**src/rtl/persp_div_pkg.sv**
```systemverilog
// Shared types and constants for the perspective-divide sequencer.
package persp_div_pkg;

    typedef enum logic [1:0] {
        S_IDLE  = 2'd0,
        S_ISSUE = 2'd1,
        S_WAIT  = 2'd2,
        S_OUT   = 2'd3
    } state_t;

    typedef logic [1:0] comp_idx_t;

    // Saturated quotients are symmetric, so -max is used rather than the most negative code.
    localparam int                  PD_WIDTH = 16;
    localparam logic [PD_WIDTH-1:0] SAT_POS  = {1'b0, {(PD_WIDTH-1){1'b1}}};
    localparam logic [PD_WIDTH-1:0] SAT_NEG  = {1'b1, {(PD_WIDTH-2){1'b0}}, 1'b1};

endpackage

```
**src/rtl/persp_div_seq_sgn_mag.sv**
```systemverilog
// sgn_mag: conditional two's-complement negation. It takes a magnitude when
// neg is the value's own sign bit, and re-applies a sign to an unsigned quotient.
module sgn_mag #(
    parameter int WIDTH = 16
) (
    input  logic [WIDTH-1:0] val,
    input  logic             neg,
    output logic [WIDTH-1:0] res
);
    assign res = neg ? -val : val;
endmodule

```
**src/rtl/persp_div_seq.sv**
```systemverilog
// persp_div_seq: runs x/w, y/w, z/w through a shared unsigned divider.
// Define PERSP_DIV_CLAMP_EN to saturate out-of-range quotients instead of wrapping.
//
// state | meaning
// ------+----------------------------------------------------------
// IDLE  | ready for a vertex; w==0 short-cuts straight to OUT
// ISSUE | start the divider on component k once it is not busy
// WAIT  | wait for div_done, store the signed quotient, advance k
// OUT   | hold the result until the rasteriser takes it
module persp_div_seq
    import persp_div_pkg::*;
#(
    parameter int WIDTH = PD_WIDTH,
    parameter int FBITS = 8,
    parameter int TAG_W = 8
) (
    input  logic             clk,
    input  logic             rst,
    input  logic             in_valid,
    output logic             in_ready,
    input  logic [WIDTH-1:0] in_x,
    input  logic [WIDTH-1:0] in_y,
    input  logic [WIDTH-1:0] in_z,
    input  logic [WIDTH-1:0] in_w,
    input  logic [TAG_W-1:0] in_tag,
    output logic             div_start,
    output logic [WIDTH-1:0] div_a,
    output logic [WIDTH-1:0] div_b,
    input  logic             div_busy,
    input  logic             div_done,
    input  logic             div_dbz,
    input  logic [WIDTH-1:0] div_val,
    output logic             out_valid,
    input  logic             out_ready,
    output logic [WIDTH-1:0] out_x,
    output logic [WIDTH-1:0] out_y,
    output logic [WIDTH-1:0] out_z,
    output logic [TAG_W-1:0] out_tag,
    output logic             out_dbz,
    output logic             out_ovf
);

    state_t           state, state_n;
    comp_idx_t        k;
    logic [WIDTH-1:0] x_r, y_r, z_r, w_r;
    logic [WIDTH-1:0] res_x, res_y, res_z;
    logic [TAG_W-1:0] tag_r;
    logic             dbz_r, ovf_r;
    logic [WIDTH-1:0] comp, mag_a, mag_b, q_signed, res_d;
    logic             res_neg, res_we, last_k, clamp_hit;

    always_comb begin
        comp = x_r;
        case (k)
            2'd1:    comp = y_r;
            2'd2:    comp = z_r;
            default: comp = x_r;
        endcase
    end

    assign res_neg = comp[WIDTH-1] ^ w_r[WIDTH-1];
    assign last_k  = (k == 2'd2);

    sgn_mag #(.WIDTH(WIDTH)) u_mag_a (.val(comp),    .neg(comp[WIDTH-1]), .res(mag_a));
    sgn_mag #(.WIDTH(WIDTH)) u_mag_b (.val(w_r),     .neg(w_r[WIDTH-1]),  .res(mag_b));
    sgn_mag #(.WIDTH(WIDTH)) u_res   (.val(div_val), .neg(res_neg),       .res(q_signed));

`ifdef PERSP_DIV_CLAMP_EN
    // |c| >= |w| * 2^(WIDTH-1-FBITS) means the quotient cannot fit in WIDTH signed bits.
    logic [2*WIDTH-1:0] clamp_lim;
    assign clamp_lim = {{WIDTH{1'b0}}, mag_b} << (WIDTH - 1 - FBITS);
    assign clamp_hit = (state == S_ISSUE) && ({{WIDTH{1'b0}}, mag_a} >= clamp_lim);
`else
    assign clamp_hit = 1'b0;
`endif

    always_comb begin
        state_n   = state;
        div_start = 1'b0;
        res_we    = 1'b0;
        res_d     = q_signed;
        case (state)
            S_IDLE: begin
                if (in_valid) state_n = (in_w == '0) ? S_OUT : S_ISSUE;
            end
            S_ISSUE: begin
                if (clamp_hit) begin
                    res_we  = 1'b1;
                    res_d   = res_neg ? WIDTH'(SAT_NEG) : WIDTH'(SAT_POS);
                    state_n = last_k ? S_OUT : S_ISSUE;
                end else if (!div_busy) begin
                    div_start = 1'b1;
                    state_n   = S_WAIT;
                end
            end
            S_WAIT: begin
                if (div_done) begin
                    res_we  = 1'b1;
                    res_d   = div_dbz ? '0 : q_signed;
                    state_n = last_k ? S_OUT : S_ISSUE;
                end
            end
            S_OUT: begin
                if (out_ready) state_n = S_IDLE;
            end
            default: state_n = S_IDLE;
        endcase
    end

    always_ff @(posedge clk) begin
        if (rst) begin
            state <= S_IDLE;
            k     <= '0;
            x_r   <= '0;
            y_r   <= '0;
            z_r   <= '0;
            w_r   <= '0;
            res_x <= '0;
            res_y <= '0;
            res_z <= '0;
            tag_r <= '0;
            dbz_r <= 1'b0;
            ovf_r <= 1'b0;
        end else begin
            state <= state_n;
            if (state == S_IDLE && in_valid) begin
                x_r   <= in_x;
                y_r   <= in_y;
                z_r   <= in_z;
                w_r   <= in_w;
                tag_r <= in_tag;
                k     <= '0;
                dbz_r <= (in_w == '0);
                ovf_r <= 1'b0;
                res_x <= '0;
                res_y <= '0;
                res_z <= '0;
            end
            if (res_we) begin
                case (k)
                    2'd1:    res_y <= res_d;
                    2'd2:    res_z <= res_d;
                    default: res_x <= res_d;
                endcase
                if (!last_k) k <= k + 2'd1;
                if (state == S_ISSUE) ovf_r <= 1'b1;
                if (state == S_WAIT && div_dbz) dbz_r <= 1'b1;
            end
        end
    end

    assign in_ready  = (state == S_IDLE);
    assign out_valid = (state == S_OUT);
    assign div_a     = mag_a;
    assign div_b     = mag_b;
    assign out_x     = res_x;
    assign out_y     = res_y;
    assign out_z     = res_z;
    assign out_tag   = tag_r;
    assign out_dbz   = dbz_r;
    assign out_ovf   = ovf_r;

endmodule

```
**config.mk**
```make
export PLATFORM = sky130hd
export DESIGN_NAME = persp_div_seq
export DESIGN_NICKNAME = d
export VERILOG_FILES = /design/src/rtl/persp_div_pkg.sv /design/src/rtl/persp_div_seq_sgn_mag.sv /design/src/rtl/persp_div_seq.sv
export SDC_FILE = /design/constraint.sdc
export NUM_CORES = 1
export LEC_CHECK = 0
export CORE_MARGIN = 3
export CORE_UTILIZATION = 45
export DETAILED_ROUTE_END_ITERATION = 7
export PLACE_DENSITY_LB_ADDON = 0.3
export REMOVE_ABC_BUFFERS = 1
export SYNTH_ARGS = -nofsm -noshare
export SYNTH_HDL_FRONTEND = slang
export SYNTH_SLANG_ARGS = --single-unit
```
**constraint.sdc**
```tcl
create_clock -name clk -period 6.75 [get_ports clk]
set_input_delay 1.0125 -clock clk [delete_from_list [all_inputs] [get_ports clk]]
set_output_delay 1.0125 -clock clk [all_outputs]
set_load 0.01 [all_outputs]
```
==> metrics.md, run 1 <==
| Metric | Value |
|---|---|
| Reg clk slew, reported paths | 50 ps |
| Top-count cell post-synth | nand2_1 |
| WHS | 443 ps |
| Hold buffers post-CTS | 0 |
| Row count | 40 |
| Max incr delay on CP | 580 ps |
| GRT Util Overall | 0.226 |
| Clk_lat worst skew | 410 ps |
| Clk sink count | 126 |
| Hold Crit Start | out_x[1] |
| Largest net degree at the start of global routing | 86 |
| IO Count | 188 |
| Crit path time final | 4950 ps |
| EDFF count, synth | 0 |
| Post-CTS resize count | 0 |
| Fin Clk Skew | 3.98 ps |
| Final period util | 0.733 |
| Synth area leader | dfxtp_1 |
| P&R area growth vs syn | 41.8% |
| Share of the yosys chip area belonging to registers | 0.435 |
| Primary FF master, synth | dfxtp_1 |
| Drt pass-1 iters | 5 |
| Worst Hold Class | flip-flop to flip-flop |
| Placed cell area | 0.00769 mm² |
| Final ANT Viol Nets | 0 |
| Max Slew Vio Count | 0 |
| CTS tree | done |
| Die height | 120 µm |
| Status | finished clean |
| Max Buffers Root-to-Sink | 2 |
| CTS root buf | clkbuf_16 |
| Critical path type | flip-flop to output pin |
| PD cells | 250 mW/mm² |
| DRT Wirelength | 16,100 µm |
| Crit path launch | k[0] |
| Reg2reg start | k[0] |
| RSZ-0062 raised after global routing | false |
| Startpoint types | flip-flop |
| Avg Inst Size Synth | 7.99 µm² |
| Synth unique cells | 56 |
| Wire per inst | 15.0 µm |
| Crit path max fanout | 21 |
| Slew @ Worst Pin | 1150 ps |
| Crit path cell chain | inv_1 > ha_1 > a22o_1 > mux2i_1 > ha_1 > nor4b_1 > a41oi_1 > nor3_2 > a41oi_1 > xnor2_1 > clkdlybuf4s50_1 |
| Cell Area, Synth | 0.00580 mm² |
| Initial DRC Count | 388 |
| Port bufs | 187 |
| #FFs+latches synth | 126 |
| Max-cap violations | 0 |
| Pleak | 2.94 nW |
| Yosys warning count | 0 |
| Remaining Overflow, GRT | 0 |
| Vias | 5,560 |
| Die width | 120 µm |
| Syn Inst Count | 726 |
| Fraction of layout cells with a size suffix above 1 | 0.0588 |
| Top cells by count, synth | nand2_1, dfxtp_1, a21oi_1, o21ai_1, o21ai_0 |
| Ys async rst share | 0 |
| Setup TNS | 0 ps |
| TritonCTS buffer count | 17 |
| Antenna cells | 0 |
| Layout Nets | 993 |
| Core Box Area | 0.0123 mm² |
| Data required time of the worst path | 5740 ps |
| Routability cong. | 0.869 |
| First-pass GRT wire length | 26,000 µm |
| Area contributors post-synth | dfxtp_1, nand2_1, a21oi_1 |
| Setup Viol. Count Final | 0 |
| Die outline area | 0.0143 mm² |
| CP max-delay cell | clkdlybuf4s50_1 |
| CTS H-tree depth | 4 |
| CP Data Arrival Time | 3940 ps |
| Final core utilization | 0.668 |
| Post-route cell area | 0.00822 mm² |
| CP Capture Type | output pin |
| Setup bufs post-CTS | 0 |
| Post-synth top area share | 0.435 |
| Final Hold Vio Count | 0 |
| Slew Limit Headroom | 0.231 |
| Avg Vias per Cell | 5.20 |
| # DRC | 0 |
| Vias in the first global route | 5,208 |
| Initial antenna violation count | 0 |
| DP Wirelength | 11,300 µm |
| Initial Util | 0.471 |
| Worst IR Drop VDD | 170 µV |
| Peak Freq | 0.202 GHz |
-- layout make-up --
class	count	area (µm²)
fill	1089	4090
sequential	126	2520
clock inverter	8	67.6
inverter	10	37.5
tap	168	210
multi-input combinational	544	3010
timing repair buffer	192	1900
clock buffer	22	464
-- kinds of logic (layout without fill, tap and decap cells) --
| family | count (synthesis) | in the layout | share of synthesized area |
|---|---|---|---|
| flops | 126 | 126 | 0.435 |
| mux | 11 | 11 | 0.0289 |
| xor+xnor | 39 | 39 | 0.0589 |
| compound gates | 195 | 195 | 0.194 |
| buf+inv | 56 | 232 | 0.0460 |
| simple gates | 292 | 292 | 0.222 |
| fa+ha+maj | 7 | 7 | 0.0151 |
-- where the power goes --
part | internal (mW) | switching (mW)
Sequential | 0.784 | 0.0319
Combinational | 0.198 | 0.221
Clock | 0.516 | 0.303
-- metal layers --
metal	vias up	wire (µm)	track usage
met5	-	0	0
met4	0	198	0.0816
met3	17	1010	0.0721
met2	173	7770	0.371
met1	2547	7080	0.281
li1	2823	-	-
-- registers in the layout (all words and copies together), names as in the netlist --
register,count
out_x,16
out_y,16
out_z,16
w_r,16
x_r,16
y_r,16
z_r,16
out_tag,8
k,2
state,2
out_dbz,1
out_ovf,1
-- cell usage in the layout, fill, tap and decap left out, types with 5 or more instances in the layout --
| master | netlist | layout |
|---|---|---|
| clkinv_2 | 0 | 6 |
| o21ai_0 | 30 | 30 |
| xnor2_1 | 16 | 16 |
| clkbuf_16 | 0 | 17 |
| a22oi_1 | 7 | 7 |
| buf_4 | 1 | 5 |
| dfxtp_1 | 126 | 126 |
| a22o_1 | 9 | 9 |
| xor2_1 | 23 | 23 |
| or3_1 | 5 | 5 |
| nand2_1 | 219 | 218 |
| mux2i_1 | 5 | 5 |
| nor4_1 | 8 | 8 |
| nand3_1 | 7 | 7 |
| nor2_1 | 19 | 19 |
| o21ai_1 | 32 | 32 |
| ha_1 | 7 | 7 |
| clkdlybuf4s50_1 | 0 | 186 |
| inv_1 | 10 | 10 |
| a21oi_1 | 87 | 87 |
-- per-stage QoR --
step,std cells,total power [mW],setup slack (ps)
final,1070,2.05,1800
after global routing,1070,2.16,1420
after CTS,1070,2.08,1790
after detailed placement,1040,1.25,2290
after global placement,1040,1.25,2400
after floorplan,680,1.04,2690
-- critical path: cells and delay by family, from the launching register on --
family / cells / cell delay, ps
AO/OA/AOI/OAI: 3 / 600
XOR/XNOR: 1 / 250
adder cells (fa/ha/maj): 2 / 740
buffers and inverters: 2 / 670
flip-flops: 1 / 370
multiplexers: 1 / 260
AND/OR/NAND/NOR: 2 / 640
-- final timing paths --
check | depth (start not counted) | to | slack (ps)
min reg2reg | 2 | out_x[1] | 440
max reg2reg | 7 | out_x[4] | 3660
max | 11 | div_a[12] | 1800
min | 2 | out_x[1] | 440
No activity file was read; power rests on OpenSTA's default activity.
==> run 2: changes to the inputs <==
Settings changed: CORE_UTILIZATION 45 to 42.
Clock period 6.75 ns to 4.4 ns, I/O delays scaled along.
==> metrics.md, run 2 (synthesis results as in run 1) <==
| Metric | Value |
|---|---|
| Status | finished clean |
| Clk_lat worst skew | 410 ps |
| Area of the multi-input gates | 0.00304 mm² |
| Row count | 42 |
| Vias in the first global route | 5,351 |
| Routability cong. | 0.857 |
| GRT Util Overall | 0.221 |
| Hold Crit Start | out_x[1] |
| Layout Nets | 998 |
| Peak Freq | 0.237 GHz |
| Post-route cell area | 0.00837 mm² |
| P&R area growth vs syn | 44.4% |
| CTS H-tree depth | 4 |
| TritonCTS buffer count | 17 |
| Final period util | 0.957 |
| IO Count | 188 |
| Vias | 5,577 |
| Setup Viol. Count Final | 0 |
| Final core utilization | 0.627 |
| Max Slew Vio Count | 0 |
| CP Data Arrival Time | 3550 ps |
| Die outline area | 0.0153 mm² |
| PD cells | 400 mW/mm² |
| NetSw | 0.875 mW |
| Initial antenna violation count | 0 |
| # fillers | 1,168 |
| Remaining Overflow, GRT | 0 |
| Die width | 123 µm |
| M1 WL | 7250 µm |
| Sw Share | 0.261 |
| DRT Wirelength | 16,700 µm |
| CP Capture Type | output pin |
| Seq pwr share | 0.374 |
| Worst Hold Class | flip-flop to flip-flop |
| Slew @ Worst Pin | 1130 ps |
| Part of the power in the clock network | 0.429 |
| Crit path launch | k[0] |
| DR top layer | met4 |
| Setup WS pre-CTS | 355 ps |
| First-pass GRT wire length | 26,400 µm |
| Antenna cells | 0 |
| Worst IR Drop VDD | 330 µV |
| Hold buffers post-CTS | 0 |
| R2R setup slack | 1550 ps |
| Placed cell area | 0.00771 mm² |
| Most frequent cells in the layout | nand2_1, clkdlybuf4s50_1, dfxtp_1 |
| Comb power frac | 0.197 |
| Setup TNS | 0 ps |
| Clk sink count | 126 |
| Reg2reg start | k[0] |
| Crit path time final | 4210 ps |
| Startpoint types | flip-flop |
| # DRC | 0 |
| CTS root buf | clkbuf_16 |
| Max-cap violations | 0 |
| Die height | 123 µm |
| CTS tree | done |
| Final ANT Viol Nets | 0 |
| Routed wl met2 | 7960 µm |
| Critical path type | flip-flop to output pin |
| Wire per inst | 15.4 µm |
| DP Wirelength | 11,700 µm |
| Fraction of layout cells with a size suffix above 1 | 0.0695 |
| Finished Layout Cells | 1,083 |
| Core Box Area | 0.0133 mm² |
| PnR worst setup slack | 188 ps |
| Inst Count DP | 1,050 |
| Internal power | 2.47 mW |
| Most common library cell in the layout ignoring fill and taps | nand2_1 |
| Port bufs | 187 |
| Final Total Pwr | 3.35 mW |
| Data required time of the worst path | 3740 ps |
| Largest net degree at the start of global routing | 60 |
| Pleak | 3.03 nW |
| Initial Util | 0.434 |
| Fin Clk Skew | 5.87 ps |
| DR WL met3 | 1260 µm |
| Initial DRC Count | 430 |
| Max Buffers Root-to-Sink | 2 |
| Avg Vias per Cell | 5.15 |
| Drt pass-1 iters | 4 |
| Slew Limit Headroom | 0.248 |
| WHS | 444 ps |
| Reg clk slew, reported paths | 50 ps |
| Crit path max fanout | 7 |
| Final Hold Vio Count | 0 |
| Register area | 0.00252 mm² |
## run 2: cell count changes in the layout (fill, tap and decap cells not counted), moves of 3 or more
cell	delta
ha_2	+3
ha_1	-4
clkinv_2	-5
clkbuf_8	+3
buf_4	+5
## run 2: final timing paths
path | endpoint | cells after the start
worst max-delay path | div_a[8] | 12
worst min register to register | out_x[1] | 2
worst max register to register | out_y[5] | 8
worst min-delay path | out_x[1] | 2
## run 2: layout make-up
cell class / instances / share of cell area
Sequential cell: 126 / 0.301
Timing Repair Buffer: 197 / 0.233
Clock buffer: 25 / 0.0604
Multi-Input combinational cell: 544 / 0.363
Clock inverter: 5 / 0.0124
Inverter: 10 / 0.00448
Tap cell: 176 / 0.0263
## run 2: timing repair
| item | in CTS | in global routing |
|---|---|---|
| endpoints found under the hold margin | 0 | 0 |
| endpoints found under the setup margin | 4 | 6 |
| pin swaps | 1 | 3 |
| setup buffers | 0 | 3 |
| gates resized for setup | 1 | 7 |
## run 2: worst max-delay path, stage by stage (launching register included)
cell             delay (ps)
dfxtp_1                 390
inv_1                   120
ha_2                    250
a22o_1                  220
mux2i_4                 190
ha_2                    220
nor4b_1                 250
a41oi_1                 130
nor3_2                  340
buf_4                   170
a31oi_1                  90
xnor2_1                 200
clkdlybuf4s50_1         570
## run 2: metal layers
layer | GRT usage | vias up
met2 | 0.369 | 185
met4 | 0.0692 | 0
li1 | - | 2824
met3 | 0.0686 | 15
met5 | 0 | -
met1 | 0.272 | 2553
## run 2: power groups by stage
| stage | clock network, mW | registers, mW | logic (mW) |
|---|---|---|---|
| after floorplan | 0 | 1.26 | 0.337 |
| after global placement | 0 | 1.27 | 0.639 |
| after detailed placement | 0 | 1.27 | 0.645 |
| after CTS | 1.46 | 1.25 | 0.651 |
| after global routing | 1.52 | 1.26 | 0.722 |
| final | 1.44 | 1.25 | 0.660 |
==> run 3: changes to the inputs <==
Settings changed: SLEW_MARGIN set to 20.
==> metrics.md, run 3 (synthesis results as in run 1) <==
| Metric | Value |
|---|---|
| Status | finished clean |
| Pleak | 3.03 nW |
| Final ANT Viol Nets | 0 |
| Critical path's most frequent cell | ha_2 |
| # DRC | 0 |
| Sw Share | 0.262 |
| Routability cong. | 0.857 |
| Die height | 123 µm |
| Max Buffers Root-to-Sink | 2 |
| Initial antenna violation count | 0 |
| Setup Viol. Count Final | 0 |
| Final core utilization | 0.628 |
| Hold buffers post-CTS | 0 |
| Fraction of layout cells with a size suffix above 1 | 0.0695 |
| CP max-delay cell | clkdlybuf4s50_1 |
| Port bufs | 187 |
| Most common library cell in the layout ignoring fill and taps | nand2_1 |
| Post-route cell area | 0.00838 mm² |
| Max Slew Vio Count | 0 |
| IO Count | 188 |
| Buf/Inv on CP | 3 |
| Placed cell area | 0.00771 mm² |
| Antenna cells | 0 |
| Slew @ Worst Pin | 1120 ps |
| TritonCTS buffer count | 17 |
| CTS tree | done |
| Crit path cell chain | inv_1 > ha_2 > a22o_1 > mux2i_4 > ha_2 > nor4b_1 > a41oi_1 > nor3_2 > buf_4 > a31oi_1 > xnor2_1 > clkdlybuf4s50_1 |
| Die width | 123 µm |
| GRT Util Overall | 0.221 |
| Startpoint types | flip-flop |
| Final period util | 0.961 |
| Most frequent cells in the layout | nand2_1, clkdlybuf4s50_1, dfxtp_1 |
| Worst Hold Class | flip-flop to flip-flop |
| PD cells | 400 mW/mm² |
| Fin Clk Skew | 6.32 ps |
| NetSw | 0.877 mW |
| Largest net degree at the start of global routing | 60 |
| Vias in the first global route | 5,351 |
| Crit path max fanout | 7 |
| Peak Freq | 0.237 GHz |
| Wire per inst | 15.4 µm |
| Part of the power in the clock network | 0.429 |
| Die outline area | 0.0153 mm² |
| Final Hold Vio Count | 0 |
| Core Box Area | 0.0133 mm² |
| Vias | 5,572 |
| CP Data Arrival Time | 3570 ps |
| Comb power frac | 0.197 |
| Drt pass-1 iters | 5 |
| P&R area growth vs syn | 44.5% |
| Reg clk slew, reported paths | 50 ps |
| PnR worst setup slack | 172 ps |
| Initial DRC Count | 492 |
| Internal power | 2.47 mW |
| DP Wirelength | 11,700 µm |
| Slew Limit Headroom | 0.246 |
| WHS | 446 ps |
| Crit path time final | 4230 ps |
| Initial Util | 0.434 |
| Avg Vias per Cell | 5.14 |
| Remaining Overflow, GRT | 0 |
| First-pass GRT wire length | 26,400 µm |
| Layout Nets | 998 |
| Worst IR Drop VDD | 330 µV |
| Data required time of the worst path | 3740 ps |
| DRT Wirelength | 16,700 µm |
| CP Capture Type | output pin |
| Clk sink count | 126 |
| CTS root buf | clkbuf_16 |
| Clk_lat worst skew | 410 ps |
| Max incr delay on CP | 580 ps |
| Setup WS pre-CTS | 355 ps |
| Seq pwr share | 0.373 |
| Family with the most delay on the worst path | buffers and inverters |
| CTS H-tree depth | 4 |
| Row count | 42 |
| Max-cap violations | 0 |
| R2R setup slack | 1570 ps |
| Critical path type | flip-flop to output pin |
## run 3: cell counts in the layout (fill, tap and decap cells not counted)
Identical to the previous run, type by type.
## run 3: final timing paths
| kind | startpoint | cells past startpoint | to |
|---|---|---|---|
| worst max register to register | k[0] | 8 | out_y[5] |
| worst min register to register | out_x[1] | 2 | out_x[1] |
| worst min-delay path | out_x[1] | 2 | out_x[1] |
| worst max-delay path | k[0] | 12 | div_a[8] |
## run 3: area by class of cell
cell class                      count  area (µm²)
Fill cell                        1166        4970
Multi-Input combinational cell    544        3040
Sequential cell                   126        2520
Timing Repair Buffer              197        1950
Clock buffer                       25         505
Tap cell                          176         220
Clock inverter                      5         104
Inverter                           10        37.5
## run 3: worst register-to-register path, delay by kind of cell (launching register included)
kind | cells | cell delay [ps]
AO/OA/AOI/OAI | 4 | 1400
XOR/XNOR | 1 | 300
adder cells (fa/ha/maj) | 1 | 280
buffers and inverters | 2 | 390
flip-flops | 1 | 340
## run 3: per-stage QoR
step,power [mW],setup TNS (ps),std cells
6_report,3.35,0,1083
5_1_grt,3.50,-16.7,1083
4_1_cts,3.36,0,1080
3_5_place_dp,1.92,0,1050
3_3_place_gp,1.91,0,1050
2_1_floorplan,1.60,0,680
## run 3: per-layer routing
metal / vias up / global-route usage / wire (µm)
met5: - / 0 / 0
met4: 0 / 0.0692 / 189
met3: 15 / 0.0686 / 1270
met2: 178 / 0.369 / 7940
met1: 2554 / 0.272 / 7270
li1: 2825 / - / -
## run 3: power by group through the flow
stage | clock network, mW | logic [mW] | registers (mW)
finish | 1.44 | 0.661 | 1.25
global placement | 0 | 0.639 | 1.27
floorplan | 0 | 0.337 | 1.26
global route | 1.52 | 0.723 | 1.26
detailed placement | 0 | 0.645 | 1.27
CTS | 1.46 | 0.651 | 1.25
## run 3: repair_timing
action                                 CTS  global route
endpoints found under the hold margin    0             0
pin swaps                                1             3
setup endpoints to repair                4             6
resized for setup                        1             7
buffers inserted                         0             3
